===== src/rtl/cnt_mon_pkg.sv =====
// Shared types and default widths for the counter sequence monitor.
package cnt_mon_pkg;

  typedef enum logic [1:0] {
    ST_IDLE   = 2'd0,
    ST_SYNC   = 2'd1,
    ST_LOCKED = 2'd2,
    ST_ERROR  = 2'd3
  } mon_state_e;

  localparam int DEF_CNT_W  = 4;
  localparam int DEF_WRAP_W = 8;
  localparam int DEF_ERR_W  = 8;

endpackage


===== src/rtl/cnt_seq_monitor_sat_cnt.sv =====
// Saturating up-counter: holds at all-ones, synchronous clear, async active-low reset.
module sat_cnt #(
  parameter int W = 8
) (
  input  logic         clk,
  input  logic         rst,
  input  logic         clr,
  input  logic         inc,
  output logic [W-1:0] cnt
);

  always_ff @(posedge clk or negedge rst) begin
    if (!rst) begin
      cnt <= '0;
    end else if (clr) begin
      cnt <= '0;
    end else if (inc && (cnt != '1)) begin
      cnt <= cnt + W'(1);
    end
  end

endmodule


===== src/rtl/cnt_seq_monitor.sv =====
// Checks an upstream counter against its increment-and-wrap sequence and
// reports lock state, qualified wrap ticks and sequence errors.
module cnt_seq_monitor
  import cnt_mon_pkg::*;
#(
  parameter int CNT_W  = DEF_CNT_W,
  parameter int WRAP_W = DEF_WRAP_W,
  parameter int ERR_W  = DEF_ERR_W
) (
  input  logic              clk,
  input  logic              rst,
  input  logic              en,
  input  logic [CNT_W-1:0]  pi_cnt,
  input  logic              clr,
  output logic              po_wrap,
  output logic [WRAP_W-1:0] po_wrap_cnt,
  output logic              po_locked,
  output logic              po_err,
  output logic [ERR_W-1:0]  po_err_cnt
);

  mon_state_e        state_reg, state_next;
  logic [CNT_W-1:0]  prev_cnt_reg;
  logic [CNT_W-1:0]  expected;
  logic [WRAP_W-1:0] wrap_cnt_reg;
  logic              wrap_reg;
  logic              err_reg;

  logic is_good, is_zero, is_wrap, is_restart, is_bad;
  logic wrap_hit, err_hit;

  // expected rolls over naturally at CNT_W bits, so max+1 == 0
  assign expected   = prev_cnt_reg + CNT_W'(1);
  assign is_good    = (pi_cnt == expected);
  assign is_zero    = (pi_cnt == '0);
  assign is_wrap    = is_good & is_zero;
  assign is_restart = ~is_good & is_zero;
  assign is_bad     = ~is_good & ~is_zero;

  always_comb begin
    state_next = state_reg;
    wrap_hit   = 1'b0;
    err_hit    = 1'b0;
    if (clr) begin
      state_next = ST_IDLE;
    end else if (en) begin
      case (state_reg)
        ST_IDLE:   state_next = ST_SYNC;
        ST_SYNC: begin
          wrap_hit = is_wrap;
          if (is_wrap) state_next = ST_LOCKED;
        end
        ST_LOCKED: begin
          wrap_hit = is_wrap;
          if (is_restart) begin
            state_next = ST_SYNC;
          end else if (is_bad) begin
            state_next = ST_ERROR;
            err_hit    = 1'b1;
          end
        end
        ST_ERROR:  state_next = ST_SYNC;
        default:   state_next = ST_IDLE;
      endcase
    end
  end

  always_ff @(posedge clk or negedge rst) begin
    if (!rst) begin
      state_reg    <= ST_IDLE;
      prev_cnt_reg <= '0;
      wrap_cnt_reg <= '0;
      wrap_reg     <= 1'b0;
      err_reg      <= 1'b0;
    end else begin
      state_reg <= state_next;
      wrap_reg  <= wrap_hit;
      if (clr) begin
        // the sample presented alongside clr is discarded
        wrap_cnt_reg <= '0;
        err_reg      <= 1'b0;
      end else begin
        if (en)       prev_cnt_reg <= pi_cnt;
        if (wrap_hit) wrap_cnt_reg <= wrap_cnt_reg + WRAP_W'(1);
        if (err_hit)  err_reg      <= 1'b1;
      end
    end
  end

  sat_cnt #(.W(ERR_W)) u_err_cnt (
    .clk (clk),
    .rst (rst),
    .clr (clr),
    .inc (err_hit),
    .cnt (po_err_cnt)
  );

  assign po_wrap     = wrap_reg;
  assign po_wrap_cnt = wrap_cnt_reg;
  assign po_locked   = (state_reg == ST_LOCKED);
  assign po_err      = err_reg;

endmodule

===== config.mk =====
export PLATFORM = sky130hd
export DESIGN_NAME = cnt_seq_monitor
export DESIGN_NICKNAME = d
export VERILOG_FILES = /design/src/rtl/cnt_mon_pkg.sv /design/src/rtl/cnt_seq_monitor_sat_cnt.sv /design/src/rtl/cnt_seq_monitor.sv
export SDC_FILE = /design/constraint.sdc
export NUM_CORES = 1
export LEC_CHECK = 0
export ABC_AREA = 1
export CORE_UTILIZATION = 35
export DETAILED_ROUTE_END_ITERATION = 10
export SYNTH_ARGS = -nofsm -noshare
export SYNTH_HDL_FRONTEND = slang
export SYNTH_HIERARCHICAL = 1
export SYNTH_SLANG_ARGS = --single-unit

===== constraint.sdc =====
create_clock -name clk -period 4.4 [get_ports clk]
set_input_delay 0.44 -clock clk [delete_from_list [all_inputs] [get_ports clk]]
set_output_delay 0.44 -clock clk [all_outputs]
set_load 0.02 [all_outputs]

; ---- Yosys cells after proc, flatten, opt, wreduce, memory -nomap -nowiden
; Cells that the tools add are included.
[totals]
reg_bits = 24
inputBits = 8
output_inout_bits = 19
elab_cells = 53
[classes]
addsub = 3
n_eq_ne = 7
n_mux = 20
bitwise_logic = 6
reduce_logical = 11
[op_table]
columns = operator, n
row1 = $mux W8, 4
row2 = $add A8 B1 Y8 const B, 2
row3 = $mux W1, 10
row4 = $mux W2, 5
row5 = $ne A8 B8 Y1 const B, 1
row6 = $reduce_bool A2 Y1, 4
row7 = $pmux W2 S3, 1
row8 = $add A4 B1 Y4 const B, 1
row9 = $eq A2 B2 Y1 const B, 2
row10 = $eq A4 B4 Y1, 1
row11 = $logic_not A4 Y1, 1
row12 = $ne A4 B2 Y1 const B, 1
row13 = $reduce_or A2 Y1, 2
row14 = $and A1 B1 Y1, 3
row15 = $ne A3 B3 Y1 const B, 1
row16 = $not A1 Y1, 3
row17 = $reduce_and A3 Y1, 1
row18 = $eq A2 B1 Y1 const B, 1
row19 = $logic_not A2 Y1, 1
row20 = $reduce_and A2 Y1, 1
row21 = $logic_and A1 B1 Y1, 1

; ---- Depth between registers and ports, before layout
[logic_depth]
ltp_word = 12
mapped_depth = 15
ltp_nobuf = 15

; ---- Cells and area by module
; The synthesis kept the hierarchy.
[by_module_without_submodules]
columns = mod, instances, cells_per_inst, area_per_inst_um2, seq_area_each_um2
row1 = cnt_seq_monitor, 1, 134, 1019.7, 400.4
row2 = sat_cnt, 1, 74, 511.7, 200.2

; ---- Least setup slack after synthesis
; No wires, ideal clock.
[synth_path]
kind = flip-flop to flip-flop
start = register prev_cnt_reg[0]
end = register u_err_cnt.cnt[7]
setup_ps = 113
arrival_ps = 1773
path_slack_ps = 2514
stages_incl_launch_ff = 13
path_cell_list = dfrtp_1 ha_1 xnor2_1 nand2_1 nor2_4 nand2_2 nand4_1 nor2_1 inv_1 a21oi_1 nand3_1 nand2_1 inv_1
[synth_between]
elab_chain_len = 11
[synth_rtl]
columns = element, line
row1 = from (decl), cnt_seq_monitor.sv:23  ; logic [CNT_W-1:0] prev_cnt_reg;
row2 = from (signal assigned), cnt_seq_monitor.sv:83  ; if (en) prev_cnt_reg <= pi_cnt;
row3 = $add A4 B1 Y4 (*), cnt_seq_monitor.sv:33  ; assign expected = prev_cnt_reg + CNT_W'(1);
row4 = $eq A4 B4 Y1 (*), cnt_seq_monitor.sv:34  ; assign is_good = (pi_cnt == expected);
row5 = $not A1 Y1 (*), "cnt_seq_monitor.sv:37, cnt_seq_monitor.sv:38"
row6 = $and A1 B1 Y1, cnt_seq_monitor.sv:38  ; assign is_bad = ~is_good & ~is_zero;
row7 = $mux W1, cnt_seq_monitor.sv:57  ; end else if (is_bad) begin
row8 = $mux W1 (*), cnt_seq_monitor.sv:55  ; if (is_restart) begin
row9 = $mux W1 (*), cnt_seq_monitor.sv:47  ; case (state_reg)
row10 = $mux W1 (*), cnt_seq_monitor.sv:46  ; end else if (en) begin
row11 = $mux W1 (*), cnt_seq_monitor.sv:44  ; if (clr) begin
row12 = via err_hit, cnt_seq_monitor.sv:30  ; logic wrap_hit, err_hit;
row13 = $logic_and A1 B1 Y1 (*), cnt_seq_monitor_sat_cnt.sv:17  ; end else if (inc && (cnt != '1)) begin
row14 = $reduce_bool A2 Y1 (no source line) (*), --
row15 = to (signal assigned), cnt_seq_monitor_sat_cnt.sv:18  ; cnt <= cnt + W'(1);
row16 = to (decl), cnt_seq_monitor_sat_cnt.sv:9  ; output logic [W-1:0] cnt
; The timed path passes the listed nets; every way through them passes the cells marked *.
; A chain may end at the register's enable or synchronous reset.

; ---- Worst setup path after layout
; Same ends and word-level chain as after synthesis.

==> metrics.txt <==
Final Util 46.39%; Root Buffer clkbuf_8; clk slew on worst S/H paths 0.08 ns; Layout area overhead 23.77%; routability cong. around 0.8; Die Ht 68.15 um; WP buf/inv 2; post-route minimum period 2.185 ns; post-route clock period utilization just under 50%; CP Capture Type flop; Fillers 426; worst hold slack 0.5151 ns; post-CTS setup buffers 0; io pins 27; placed inst area 1854 um^2; # rows 23; WP data arrival 2.35 ns; Cell Area, Synth 1531 um^2; post-synth cell types 22; GRT Util Overall roughly 15%; CTS resizes 0; Die Area 4644 um^2; Remaining DRCs 0; initial antenna violation count 0; Max Transition Viols Final 0; Setup TNS 0 ns; Mapped Nets 222; top post-synthesis cells by area dfrtp_1 (39%), nand2_1 (15%), nand3_1 (8.2%), inv_1 (6.4%), ha_1 (4.9%); CP startpoint kind flop; Starting Density 37.48%; Worst Path Class, Setup flop to flop; Register-to-Register Path Depth 12; # Max-Cap Violations 0; Skew-Pair Late Insertion Delay 0.26 ns; Num Clock Sinks 24; vias 1,325; TritonCTS Buffers 3; outcome finished, final reports clean; Hold Fails Final Rpt 0; total global routing overflow 0; CP max-delay cell dfrtp_1; CTS Hold Bufs 0; Critical Path Max Stage Delay about 0.44 ns; vias in the first global route 1,186; Avg Synthesized Cell Area around 7.4 um^2; Total Nets Final around 250; post-DP HPWL 2244 um; Worst Path Max Fanout 5; share of layout cells above drive strength 1 8.475%; CP delay by family, top simple AND/OR/NAND/NOR gates; WP data required 4.56 ns; first-pass GRT wire length 5209 um; number of detailed-route iterations in the first pass 4; number of synthesized register bits 24; GR met1 Demand/Resource 19.46%; hold path cells 2; Crit. path cell count 12; busiest grt layer met2; Iteration-0 DRC Markers between 60 and 70; register area share after synthesis 39.22%; maximum clock rate 0.4577 GHz; crit path cell chain ha_1 > xnor2_1 > nand2_1 > nor2_4 > nand2_2 > nand4_1 > nor2_1 > inv_1 > a21oi_1 > nand3_1 > nand2_1 > inv_1; Min-Delay Path Class flop to flop; H-tree depth 1; DR vias/cell 4.633; leading area contributor after synthesis dfrtp_1; DRT Wirelength 2985 um; Synth Warn # 6; die width a little under 70 um; Syn Inst Count 208; Antenna Cells 0; core footprint 4086 um^2; Slew headroom 57.18%; maximum vdd drop 0.1659 mV; actual slew at the worst max-slew pin 0.6403 ns; Leak Pwr about 0.91 nW; pin count of the biggest net entering global routing 25; drt wl/cell roughly 10 um; total power draw 0.4602 mW; RSZ-0062 raised after global routing false; post-route cell area 1896 um^2; IO Port Bufs 26; area share of the leading cell type in the synthesized netlist 39.22%; clk_skew between 0.004 and 0.005 ns; met3 Usage GRT 3.667%; CTS tree yes; # setup viols final 0; Post-DRT Antenna Nets 0; Cell Pwr Density 242.8 nW/um^2; met2 Use GR 24.39%; Max Buffers Root-to-Sink 2
==> cells in the final DEF (no fill, tap or decap), drive strengths merged <==
master	netlist	routed
clkdlybuf4s50	0	26
xor2	5	5
nand2	70	70
nand3	26	26
o21ai	6	6
nand4	6	6
clkinv	1	1
buf	0	1
inv	26	26
ha	6	6
nor3	3	3
o21bai	2	2
clkbuf	2	3
a21oi	6	6
nor2	22	22
dfrtp	24	24
xnor2	3	3
==> logic make-up after synthesis <==
| group | after synthesis | share of synthesized area [%] |
|---|---|---|
| compound gates | 14 | 5.146 |
| xor+xnor | 8 | 4.575 |
| fa+ha+maj | 6 | 4.902 |
| buf+inv | 29 | 7.435 |
| flops | 24 | 39.22 |
| simple gates | 127 | 38.72 |
==> tightest hold or removal path: stages, from the launching register on <==
cell and delay [ns]:
dfrtp_1 0.37, nand2_1 0.05, o21ai_0 0.06
==> where the power goes <==
part	total [mW]	leakage (nW)	internal, mW	switching (mW)
Combinational	0.0916	0.567	0.0371	0.0545
Clock	0.127	0.0216	0.0611	0.0658
Sequential	0.242	0.324	0.230	0.0117
==> cell usage after synthesis <==
| cell type | instances |
|---|---|
| nand2_1 | 61 |
| inv_1 | 26 |
| nand3_1 | 25 |
| dfrtp_1 | 24 |
| nor2_1 | 18 |
| nand2_2 | 7 |
| ha_1 | 6 |
| nand4_1 | 6 |
| a21oi_1 | 5 |
| o21ai_0 | 5 |
| xor2_1 | 5 |
| nor3_1 | 3 |
| xnor2_1 | 3 |
| clkbuf_1 | 2 |
| nand2_4 | 2 |
| nor2_2 | 2 |
| nor2_4 | 2 |
| o21bai_1 | 2 |
| a21oi_2 | 1 |
| clkinv_4 | 1 |
| nand3_4 | 1 |
| o21ai_1 | 1 |
==> layout make-up <==
type	count	area, um^2	area share [%]
clock buffer	3	41.29	2.178
inverter	27	106.4	5.611
multi-input combinational	155	817.0	43.10
sequential	24	600.6	31.68
tap	50	62.56	3.300
timing repair buffer	27	267.8	14.13
==> layer usage <==
layer / part of all wire [%] / wire [um]
met1: 49 / 1467
met4: 0.34 / 10
met3: 4.7 / 139
met2: 46 / 1367
met5: 0 / 0
==> metrics by stage <==
| step | setup slack, ns | std cells |
|---|---|---|
| detailed placement | 1.973 | 283 |
| global route | 1.954 | 286 |
| global placement | 1.989 | 283 |
| floorplan | 2.514 | 208 |
| finish | 2.215 | 286 |
| CTS | 2.186 | 286 |
==> path summary, 6_finish.rpt <==
path                       slack (ns)            start               end
hold reg to reg                  0.52           po_err            po_err
setup reg to reg                 2.22  prev_cnt_reg[0]  u_err_cnt/cnt[7]
max in group asynchronous        3.62              rst    po_wrap_cnt[2]
min in group asynchronous        0.54              rst  u_err_cnt/cnt[2]
hold / removal                   0.52           po_err            po_err
setup / recovery                 2.22  prev_cnt_reg[0]  u_err_cnt/cnt[7]
No activity file was read; power rests on OpenSTA's default activity.
